`config.mk`:
```
export PLATFORM = sky130hd
export DESIGN_NAME = multdiv_sequencer
export DESIGN_NICKNAME = d
export VERILOG_FILES = /design/src/rtl/multdiv_sequencer_pkg.sv /design/src/rtl/md_watchdog_counter.sv /design/src/rtl/multdiv_sequencer.sv
export SDC_FILE = /design/constraint.sdc
export NUM_CORES = 1
export LEC_CHECK = 0
export ABC_CLOCK_PERIOD_IN_PS = 4200
export BUFFER_PORTS_ARGS = -buffer_cell sky130_fd_sc_hd__buf_4
export CAP_MARGIN = 15
export CORE_UTILIZATION = 53
export DETAILED_ROUTE_END_ITERATION = 6
export PLACE_DENSITY = 0.85
export RECOVER_POWER = 100
export SLEW_MARGIN = 25
export SYNTH_ARGS = -nofsm -noshare
export SYNTH_HDL_FRONTEND = slang
export SYNTH_SLANG_ARGS = --single-unit
```
`constraint.sdc`:
```
create_clock -name clock -period 4.2 [get_ports clock]
set_input_delay 0.42 -clock clock [delete_from_list [all_inputs] [get_ports clock]]
set_output_delay 0.42 -clock clock [all_outputs]
set_load 0.01 [all_outputs]
```
`src/rtl/multdiv_sequencer_pkg.sv`:
```
// Shared encodings and defaults for the mult/div sequencer and its watchdog.
package multdiv_sequencer_pkg;

  localparam int unsigned DATA_W                 = 32;
  localparam int unsigned STATE_W                = 3;
  localparam int unsigned DEFAULT_TIMEOUT_CYCLES = 40;
  localparam int unsigned DEFAULT_CNT_W          = 6;

  localparam logic [STATE_W-1:0] ST_IDLE  = 3'd0;
  localparam logic [STATE_W-1:0] ST_ISSUE = 3'd1;
  localparam logic [STATE_W-1:0] ST_WAIT  = 3'd2;
  localparam logic [STATE_W-1:0] ST_DONE  = 3'd3;
  localparam logic [STATE_W-1:0] ST_DRAIN = 3'd4;

  typedef enum logic [STATE_W-1:0] {
    S_IDLE  = ST_IDLE,
    S_ISSUE = ST_ISSUE,
    S_WAIT  = ST_WAIT,
    S_DONE  = ST_DONE,
    S_DRAIN = ST_DRAIN
  } mdState_t;

  localparam logic OP_MULT = 1'b0;
  localparam logic OP_DIV  = 1'b1;

endpackage

```
`src/rtl/md_watchdog_counter.sv`:
```
// Cycle counter that flags expiry once it reaches LIMIT-1; cleared on issue,
// advanced while the multdiv unit is outstanding.
module md_watchdog_counter #(
  parameter int unsigned CNT_W = 6,
  parameter int unsigned LIMIT = 40
) (
  input  logic clock,
  input  logic reset,
  input  logic clear,
  input  logic enable,
  output logic expired_c
);

  logic [CNT_W-1:0] count;

  always_ff @(posedge clock) begin
    if (reset) begin
      count <= '0;
    end else if (clear) begin
      count <= '0;
    end else if (enable) begin
      count <= count + CNT_W'(1);
    end
  end

  // >= keeps a drain that resumed past the limit from waiting for a wrap
  assign expired_c = (count >= CNT_W'(LIMIT - 1));

endmodule

```
`src/rtl/multdiv_sequencer.sv`:
```
// Sequences one mult/div operation through the shared iterative unit: latch,
// start pulse, stall until ready or watchdog, one-cycle completion, flush drain.
module multdiv_sequencer
  import multdiv_sequencer_pkg::*;
#(
  parameter int unsigned TIMEOUT_CYCLES = DEFAULT_TIMEOUT_CYCLES,
  parameter int unsigned CNT_W          = DEFAULT_CNT_W
) (
  input  logic              clock,
  input  logic              reset,
  input  logic              op_valid,
  input  logic              op_is_div,
  input  logic [DATA_W-1:0] operand_a,
  input  logic [DATA_W-1:0] operand_b,
  input  logic              flush,
  input  logic [DATA_W-1:0] md_result,
  input  logic              md_exception,
  input  logic              md_ready,
  output logic [DATA_W-1:0] md_a,
  output logic [DATA_W-1:0] md_b,
  output logic              ctrl_mult,
  output logic              ctrl_div,
  output logic              stall,
  output logic              result_valid,
  output logic [DATA_W-1:0] result,
  output logic              exception,
  output logic              timeout,
  output logic              busy
);

  mdState_t          state, stateNext;
  logic              accept, capture, commit;
  logic              wdClear, wdEnable, wdExpired;
  logic              opIsDiv;
  logic [DATA_W-1:0] pendResult, heldResult;
  logic              pendException, heldException;
  logic              pendTimeout, heldTimeout;

  md_watchdog_counter #(
    .CNT_W (CNT_W),
    .LIMIT (TIMEOUT_CYCLES)
  ) u_watchdog (
    .clock     (clock),
    .reset     (reset),
    .clear     (wdClear),
    .enable    (wdEnable),
    .expired_c (wdExpired)
  );

  always_ff @(posedge clock) begin
    if (reset) begin
      state         <= S_IDLE;
      md_a          <= '0;
      md_b          <= '0;
      opIsDiv       <= OP_MULT;
      pendResult    <= '0;
      pendException <= 1'b0;
      pendTimeout   <= 1'b0;
      heldResult    <= '0;
      heldException <= 1'b0;
      heldTimeout   <= 1'b0;
    end else begin
      state <= stateNext;
      if (accept) begin
        md_a    <= operand_a;
        md_b    <= operand_b;
        opIsDiv <= op_is_div;
      end
      // a watchdog completion reports a zero result with exception and timeout
      if (capture) begin
        pendResult    <= md_ready ? md_result : '0;
        pendException <= md_ready ? md_exception : 1'b1;
        pendTimeout   <= ~md_ready;
      end
      if (commit) begin
        heldResult    <= pendResult;
        heldException <= pendException;
        heldTimeout   <= pendTimeout;
      end
    end
  end

  always_comb begin
    stateNext = state;
    stall     = 1'b0;
    accept    = 1'b0;
    capture   = 1'b0;
    commit    = 1'b0;
    wdClear   = 1'b0;
    wdEnable  = 1'b0;
    unique case (state)
      S_IDLE: begin
        if (op_valid && !flush) begin
          accept    = 1'b1;
          stall     = 1'b1;
          stateNext = S_ISSUE;
        end
      end
      S_ISSUE: begin
        stall     = 1'b1;
        wdClear   = 1'b1;
        stateNext = flush ? S_DRAIN : S_WAIT;
      end
      S_WAIT: begin
        stall    = 1'b1;
        wdEnable = 1'b1;
        // a flush landing on the completing cycle has nothing left to drain
        if (md_ready || wdExpired) begin
          capture   = !flush;
          stateNext = flush ? S_IDLE : S_DONE;
        end else if (flush) begin
          stateNext = S_DRAIN;
        end
      end
      S_DONE: begin
        commit    = !flush;
        stateNext = S_IDLE;
      end
      S_DRAIN: begin
        stall    = op_valid;
        wdEnable = 1'b1;
        if (md_ready || wdExpired) begin
          stateNext = S_IDLE;
        end
      end
      default: stateNext = S_IDLE;
    endcase
  end

  assign ctrl_mult    = (state == S_ISSUE) && (opIsDiv == OP_MULT);
  assign ctrl_div     = (state == S_ISSUE) && (opIsDiv == OP_DIV);
  assign busy         = (state != S_IDLE);
  assign result_valid = commit;
  assign result       = commit ? pendResult    : heldResult;
  assign exception    = commit ? pendException : heldException;
  assign timeout      = commit ? pendTimeout   : heldTimeout;

endmodule

```
# Word-level counts from Yosys, hierarchy flattened
# Cells that the tools add are included.
[word_totals]
reg_bits = 142
[classes]
n_addsub = 1
magnitude_cmp = 1
eq_ne = 7
muxes = 20
n_bitwise = 2
reduce_logical = 11
[ops]
columns = ["op", "count"]
rows = [
  ["$mux 32", 2],
  ["$mux 3", 5],
  ["$pmux 3 s4", 1],
  ["$mux 1", 10],
  ["$add 6x1->6 const B", 1],
  ["$eq 3x2->1 const B", 2],
  ["$ge 6x6->1 const B", 1],
  ["$reduce_or 2->1", 3],
  ["$ne 2x2->1 const B", 2],
  ["$eq 3x1->1 const B", 1],
  ["$eq 3x3->1 const B", 1],
  ["$logic_and 1x1->1", 3],
  ["$logic_not 3->1", 1],
  ["$ne 3x3->1 const B", 1],
  ["$pmux 1 s3", 1],
  ["$reduce_and 3->1", 1],
  ["$reduce_bool 3->1", 1],
  ["$mux 2", 1],
  ["$not 1->1", 2],
  ["$logic_not 1->1", 1],
  ["$logic_or 1x1->1", 1],
]

# Depth between registers and ports, before layout
# Gate-level depths: netlist (run 1).
[depth]
word_depth = 4
depth_mapped = 6
depth_no_buf = 4

# By module
# Synthesis (run 1) repeated with hierarchy kept, for this count alone.
[hier_totals]
cells_unflattened = 622
hier_area_um2 = 6064.6
[modules_own_cells]
columns = ["module", "n_inst", "cells_each", "area_per_inst_um2"]
rows = [
  ["multdiv_sequencer", 1, 594, 5801.8],
  ["md_watchdog_counter", 1, 28, 262.8],
]

# Worst setup path after synthesis (run 1)
# No wires, ideal clock.
[synth_timing]
kind = "flip-flop to output port"
start = "register state[2]"
end = "output result[10]"
arrival_time_ns = 1.432
t_required_ns = 3.780
slack_ns = 2.348
stages_incl_launch_ff = 6
path_buffers = 3
cell_sequence = "dfxtp_1 buf_6 nor4bb_1 buf_2 buf_4 mux2_2"
[synth_via]
elab_chain_cells = 3
[synth_rtl]
columns = ["element", "line_no", "source"]
rows = [
  ["start: declaration", "multdiv_sequencer.sv:31", "mdState_t state, stateNext;"],
  ["start signal: assignment", "multdiv_sequencer.sv:63", "state <= stateNext;"],
  ["$eq 3x2->1", "multdiv_sequencer.sv:91", "unique case (state)"],
  ["$mux 1", "multdiv_sequencer.sv:91", ""],
  ["via result_valid", "multdiv_sequencer.sv:24", "output logic result_valid,"],
  ["$mux 32", "n/a", ""],
  ["end: declaration", "multdiv_sequencer.sv:25", "output logic [DATA_W-1:0] result,"],
]
# The timed path passes the listed nets, and every way through them passes these cells.

# Worst setup path after layout (run 1)
[layout_timing]
start = "register state[0]"
end = "output result[6]"
[layout_via]
elab_chain_cells = 3
[layout_rtl]
columns = ["element", "line_no"]
rows = [
  ["$eq 3x2->1", "multdiv_sequencer.sv:91"],
  ["$mux 1", "multdiv_sequencer.sv:91"],
  ["$mux 32", "n/a"],
]
# No other way between the ends.

==> results.yml, run 1 <==
floorplanning:
  die_area_mm2: 0.01121
  die_x_um: 105.9
  fp-row-count: 37
  initial_core_util_pct: 54.92
  core_region_mm2: 0.01042
  die_y_um: 105.9
  io-pin-count: 206
cells_and_area:
  final_net_count: 893
  filler_cell_count: 861
  layout_overhead_on_the_synthesized_area_pct: 29.86
  multi_input_area_mm2: 0.002549
  register_area_mm2: 0.002843
  fraction_of_final_layout_cells_sized_beyond_drive_strength_1_pct: 20.97
  num_antenna_cells: 0
detailed_routing:
  detailed_router_iteration_count_before_antenna_repair: 4
  routed_wire_length_per_instance_um: 17.47
  num_vias: 5401
  detail_route.drc_violations: 0
  drtIter0Drc: 253
  route.detailed.vias_per_inst: 5.764
  routed_wirelength_um: 16370
  postRouteAntennaNets: 0
timing:
  setup_viol_count_final: 0
  final-hold-violation-count: 0
  timing.final.crit_period_ns: 3.058
  timing_max_transition_violations_final: 87
  setup_slack_ns: 1.142
  max_clock_freq_ghz: 0.3271
  fin_crit_sh_pct: 72.80
  max_slew_margin_pct: -25.49
  max_slew.worst_pin.slew_ns: 1.882
  timing.clock.skew_ns: 0.01213
  grt_setup_unrepaired: "no"
  whs_ns: 0.1568
  tns_ns: 0
grt:
  grt_max_degree: 101
  global_route.overflow_total: 0
  grt_antenna_before_repair: 0
  globalRouteTotalUtil_pct: 29.02
  via_count_of_the_first_global_routing_pass: 5285
  first_pass_grt_wire_length_um: 25810
synth:
  synth_ff_type: "dfxtp_1"
  syn_area_mm2: 0.005720
  synth-xor-area-share_pct: 0.3062
  compound_gate_portion_of_the_synthesized_area_pct: 21.04
  yosys.area_share.adder_pct: 0.2187
  combinational_family_with_the_most_area_after_synthesis: "compound AO/OA/AOI/OAI gates"
  synthArstFlopShare_pct: 0
  ys_types: 42
  number_of_synthesized_flops_with_an_enable_pin: 0
  syn-num-nets: 731
  yosys.area_share.simple_pct: 15.70
  synth_cells: 627
  synthMuxAreaShare_pct: 6.868
  synth.yosys.seq_area_share_pct: 49.69
  yosys_warnings: 0
  yosys_register_bits: 142
  syn_area_per_cell_um2: 9.124
clocking:
  tritoncts_clock_tree: "done"
  clock-sinks: 142
  clock_tree.htree_level_count: 4
  clk_pin_slew_ns: 0.06
  postCtsSetupRepairBufs: 0
  cts.repair.resized: 0
  cts_root_buffer: "clkbuf_8"
  cts_buffers: 17
  cts-root-to-sink-buffers: 2
  holdBufCountCts: 0
  clk-insertion-delay-late_ns: 0.52
power:
  power_report.internal_total_mw: 2.550
  power.share.sequential_pct: 42.7
  irDropWorstVdd_uv: 243.5
  p_sw_share_pct: 22.44
  p_sw_mw: 0.7376
  total_leakage_power_nw: 2.781
  power.density_mw_per_mm2: 442.5
  clockPowerShare_pct: 48.8
  comb_power_share_pct: 8.5
placement:
  post-dp-hpwl_um: 10620
  portBuffers: 205
  pre_cts_ws_ns: 1.689
  final_weighted_congestion_in_routability_driven_placement: 0.7990
worst_setup_path:
  cp.required_ns: 3.78
  critical_path.startpoint_type: "flop"
  crit_type: "flop to primary output"
  critical_path.reg2reg.startpoint: "state[1]"
  end_kind: "primary output"
  worstPathArrival_ns: 2.64
  critical_path.startpoint: "state[0]"
  crit_fanout: 35
outcome:
  status: "complete, but fails checks"
  failed_checks: "max-capacitance violations, max-slew violations"
job:
  max_cap_viol_count: 2
worst_hold_path:
  hold_path.startpoint: "operand_a[9]"
  worstHoldPathType: "input port to flop"
power by group through the flow:
stage | Combinational, mW | Sequential (mW) | Clock, mW
3_3_place_gp | 0.294 | 1.43 | 0
2_1_floorplan | 0.135 | 1.44 | 0
4_1_cts | 0.305 | 1.40 | 1.62
3_5_place_dp | 0.304 | 1.43 | 0
6_report | 0.279 | 1.40 | 1.61
5_1_grt | 0.304 | 1.41 | 1.68
registers in the layout, indices dropped and copies added, names as in the netlist:
| name | cells |
|---|---|
| opIsDiv | 1 |
| pendException | 1 |
| heldTimeout | 1 |
| heldException | 1 |
| state | 3 |
| heldResult | 32 |
| md_b | 32 |
| u_watchdog.count | 6 |
| md_a | 32 |
| pendResult | 32 |
| pendTimeout | 1 |
final cells by class:
type | instances | share of cell area (%)
Timing Repair Buffer | 212 | 16.39
Inverter | 4 | 0.2021
Multi-Input combinational cell | 412 | 34.31
Clock inverter | 10 | 2.493
Clock buffer | 21 | 6.047
Sequential cell | 142 | 38.27
Tap cell | 136 | 2.291
logic make-up (layout without fill, tap and decap cells):
group	after synthesis	in the layout
AND/OR/NAND/NOR	160	160
XOR/XNOR	2	2
flip-flops	142	142
multiplexers	35	35
adder cells (fa/ha/maj)	1	1
buffers and inverters	73	247
AO/OA/AOI/OAI	214	214
per-stage QoR:
| step | cells | power, mW | area (um^2) | util [%] |
|---|---|---|---|---|
| after detailed placement | 906 | 1.736 | 7198 | 69.11 |
| after global routing | 937 | 3.391 | 7428 | 71.32 |
| final | 937 | 3.287 | 7428 | 71.32 |
| after global placement | 906 | 1.723 | 7196 | 69.08 |
| after CTS | 937 | 3.329 | 7833 | 75.20 |
| after floorplan | 627 | 1.574 | 5720 | - |
layout by cell type (no fill, tap or decap), types with 2 or more instances in the layout:
master / synthesis / layout
dfxtp_1: 142 / 142
buf_4: 4 / 108
clkbuf_1: 48 / 105
a21oi_1: 103 / 103
nand3_1: 97 / 97
o21ai_0: 62 / 69
o31ai_1: 34 / 34
and2_1: 34 / 27
mux2_2: 34 / 20
clkbuf_16: 0 / 16
mux2_1: 0 / 14
and2_0: 0 / 7
bufinv_16: 0 / 5
or3_1: 4 / 4
inv_1: 4 / 4
nor2_1: 5 / 3
nand2_1: 3 / 3
clkbuf_8: 0 / 3
xnor2_1: 2 / 2
or3b_2: 3 / 2
nand4b_1: 2 / 2
or4_1: 2 / 2
clkinv_2: 0 / 2
synth_stat cells, drive strengths merged, types with 2 or more instances:
cell type	number	area share (%)
nor3	2	0.26
clkbuf	48	3.1
buf	21	2.8
xnor2	2	0.31
a21oi	103	9.0
nand3	97	8.5
or4	2	0.26
inv	4	0.26
nand2	3	0.20
o21ai	69	6.0
or3b	3	0.46
nor2	5	0.33
o31ai	34	4.5
mux2	34	6.7
nand4b	2	0.31
dfxtp	142	50
or3	4	0.44
and2	34	3.7
final timing paths:
kind / end / slack [ns] / depth (start not counted)
worst max register to register: pendResult[4] / 1.21 / 4
worst min-delay path: md_a[9] / 0.16 / 3
worst max-delay path: result[6] / 1.14 / 4
worst min register to register: pendResult[3] / 0.47 / 2
worst max-delay path, cell delays in order, from the launching register on:
cell	delay, ns
dfxtp_1	0.72
nor4bb_1	0.36
buf_4	0.46
mux2_1	0.41
clkbuf_1	0.16
per-layer routing:
metal  track usage (%)  part of all wire, %
met1             34.72                   41
met2             48.60                   48
met3             9.933                  8.1
met4             9.921                  2.3
met5                 0                    0
Note: power is estimated with default switching activity, not from simulation.
==> run 2: changes to the inputs <==
--- a/config.mk
+++ b/config.mk
@@ -5,12 +5,12 @@
 export SDC_FILE = /design/constraint.sdc
 export NUM_CORES = 1
 export LEC_CHECK = 0
-export ABC_CLOCK_PERIOD_IN_PS = 4200
+export ABC_CLOCK_PERIOD_IN_PS = 2950
 export BUFFER_PORTS_ARGS = -buffer_cell sky130_fd_sc_hd__buf_4
 export CAP_MARGIN = 15
-export CORE_UTILIZATION = 53
+export CORE_UTILIZATION = 49
 export DETAILED_ROUTE_END_ITERATION = 6
-export PLACE_DENSITY = 0.85
+export PLACE_DENSITY = 0.79
 export RECOVER_POWER = 100
 export SLEW_MARGIN = 25
 export SYNTH_ARGS = -nofsm -noshare
==> constraint.sdc (replaced) <==
create_clock -name clock -period 2.95 [get_ports clock]
set_input_delay 0.295 -clock clock [delete_from_list [all_inputs] [get_ports clock]]
set_output_delay 0.295 -clock clock [all_outputs]
set_load 0.01 [all_outputs]
==> run 2 against run 1 <==
Against the previous run: the flow now finishes without violations; total power grew 30%; cell count grew 0.85%; worst hold slack lost 0.029 ns; sequential share of layout area grew 0.53 points; critical path type unchanged; clock-buffer cell count grew 6; via count shrank 0.37%; clock power grew 17%; largest power group is now sequential cells; largest cell class unchanged.
==> results.yml, run 2 (same netlist as run 1, synthesis figures left out) <==
floorplanning:
  die_area_mm2: 0.01211
  fp-row-count: 39
  io-pin-count: 206
  core_region_mm2: 0.01142
  initial_core_util_pct: 50.10
  die_x_um: 110.1
  die_y_um: 110.1
worst_setup_path:
  crit_type: "flop to primary output"
  worstPathArrival_ns: 2.31
  end_kind: "primary output"
  cp.required_ns: 2.65
  critical_path.startpoint_type: "flop"
  cp_cell_sequence: "or3b_1 > o22ai_1 > buf_4"
  worst_path_max_delay_cell: "or3b_1"
  crit_path_max_incr_delay_ns: 0.95
  crit_fanout: 39
cells_and_area:
  layout_overhead_on_the_synthesized_area_pct: 28.15
  multi_input_area_mm2: 0.002540
  layout_commonest_cell: "dfxtp_1"
  final_net_count: 897
  register_area_mm2: 0.002844
  num_antenna_cells: 0
  layout_common_cells: "dfxtp_1, buf_4, clkbuf_1"
  fraction_of_final_layout_cells_sized_beyond_drive_strength_1_pct: 20.95
  filler_cell_count: 1037
power:
  power.share.sequential_pct: 46.6
  clockPowerShare_pct: 44.1
  irDropWorstVdd_uv: 434.4
  comb_power_share_pct: 9.3
  total_power_mw: 4.282
  total_leakage_power_nw: 2.744
  p_sw_share_pct: 23.04
  power_report.internal_total_mw: 3.296
  p_sw_mw: 0.9867
  power.density_mw_per_mm2: 584.2
worst_hold_path:
  worstHoldPathType: "input port to flop"
timing:
  max_clock_freq_ghz: 0.3844
  fin_crit_sh_pct: 88.17
  timing.clock.skew_ns: 0.005384
  max_slew.worst_pin.slew_ns: 1.257
  timing.final.crit_period_ns: 2.601
  timing_max_transition_violations_final: 0
  setup_slack_ns: 0.3489
  final-hold-violation-count: 0
  max_slew_margin_pct: 15.97
  tns_ns: 0
  grt_setup_unrepaired: "no"
  setup_viol_count_final: 0
clocking:
  cts-root-to-sink-buffers: 2
  clock_tree.htree_level_count: 4
  cts_buffers: 17
  clock-sinks: 142
  cts_root_buffer: "clkbuf_16"
  clk-insertion-delay-late_ns: 0.42
  clk_pin_slew_ns: 0.06
  tritoncts_clock_tree: "done"
  postCtsSetupRepairBufs: 0
grt:
  global_route.overflow_total: 0
  via_count_of_the_first_global_routing_pass: 5095
  grt_antenna_before_repair: 0
  first_pass_grt_wire_length_um: 24260
  globalRouteTotalUtil_pct: 26.07
  grt_max_degree: 92
placement:
  final_weighted_congestion_in_routability_driven_placement: 0.7776
  portBuffers: 205
  pre_cts_ws_ns: 0.5791
  post-dp-hpwl_um: 10570
detailed_routing:
  routed_wirelength_um: 15930
  detail_route.drc_violations: 0
  num_vias: 5381
  drtIter0Drc: 269
  routed_wire_length_per_instance_um: 16.85
  postRouteAntennaNets: 0
  route.detailed.vias_per_inst: 5.694
  detailed_router_iteration_count_before_antenna_repair: 4
job:
  max_cap_viol_count: 0
outcome:
  status: "finished clean"
-- run 2: cell types whose count changed in the layout (fill, tap and decap cells not counted), moves of 2 or more --
| cell | previous run | this run |
|---|---|---|
| buf_4 | 108 | 113 |
| bufinv_16 | 5 | 0 |
| clkbuf_1 | 105 | 108 |
| clkbuf_8 | 3 | 5 |
-- run 2: layer usage --
layer	global-route usage, %	vias to the layer above	wire length (um)
met3	12.05	28	1644
li1	-	2593	-
met5	0	-	0
met4	9.619	0	287
met1	30.34	2544	6460
met2	41.88	216	7535
-- run 2: final cells by class --
class                      instances  area share [%]
timing repair buffer             216           16.85
sequential                       142           38.80
inverter                           4          0.2048
clock inverter                     1         0.06827
tap                              143           2.441
clock buffer                      27           6.998
multi-input combinational        412           34.65
-- run 2: final timing paths --
kind	startpoint	endpoint	slack, ns	depth (start not counted)
max	state[1]	stall	0.35	3
min	reset	pendResult[31]	0.13	2
max reg2reg	state[1]	pendResult[7]	0.39	4
min reg2reg	pendResult[19]	pendResult[19]	0.47	2
-- run 2: worst max-delay path, delay by kind of cell (launching register included) --
| kind | cells | cell delay, ns |
|---|---|---|
| compound gates | 1 | 0.16 |
| buf+inv | 1 | 0.19 |
| flops | 1 | 0.59 |
| simple gates | 1 | 0.95 |
-- run 2: metrics by stage --
| step | cell area (um^2) | cells | utilization (%) | hold WS, ns |
|---|---|---|---|---|
| floorplan | 5720 | 627 | - | 0.4407 |
| global route | 7331 | 945 | 64.20 | 0.1271 |
| CTS | 7740 | 945 | 67.78 | 0.1124 |
| global placement | 7222 | 917 | 63.25 | 0.4542 |
| finish | 7331 | 945 | 64.20 | 0.1276 |
| detailed placement | 7222 | 917 | 63.25 | 0.4609 |
-- run 2: repair_timing --
action | in CTS | in global routing
resized for setup | 0 | 1
endpoints found under the setup margin | 0 | 7
hold buffers | 0 | 0
-- run 2: power by group through the flow --
| stage | registers (mW) | clock network [mW] | logic, mW |
|---|---|---|---|
| finish | 2.00 | 1.89 | 0.396 |
| global route | 2.00 | 2.02 | 0.431 |
| CTS | 2.00 | 1.92 | 0.435 |
| detailed placement | 2.04 | 0 | 0.432 |
| global placement | 2.04 | 0 | 0.420 |
| floorplan | 2.05 | 0 | 0.191 |
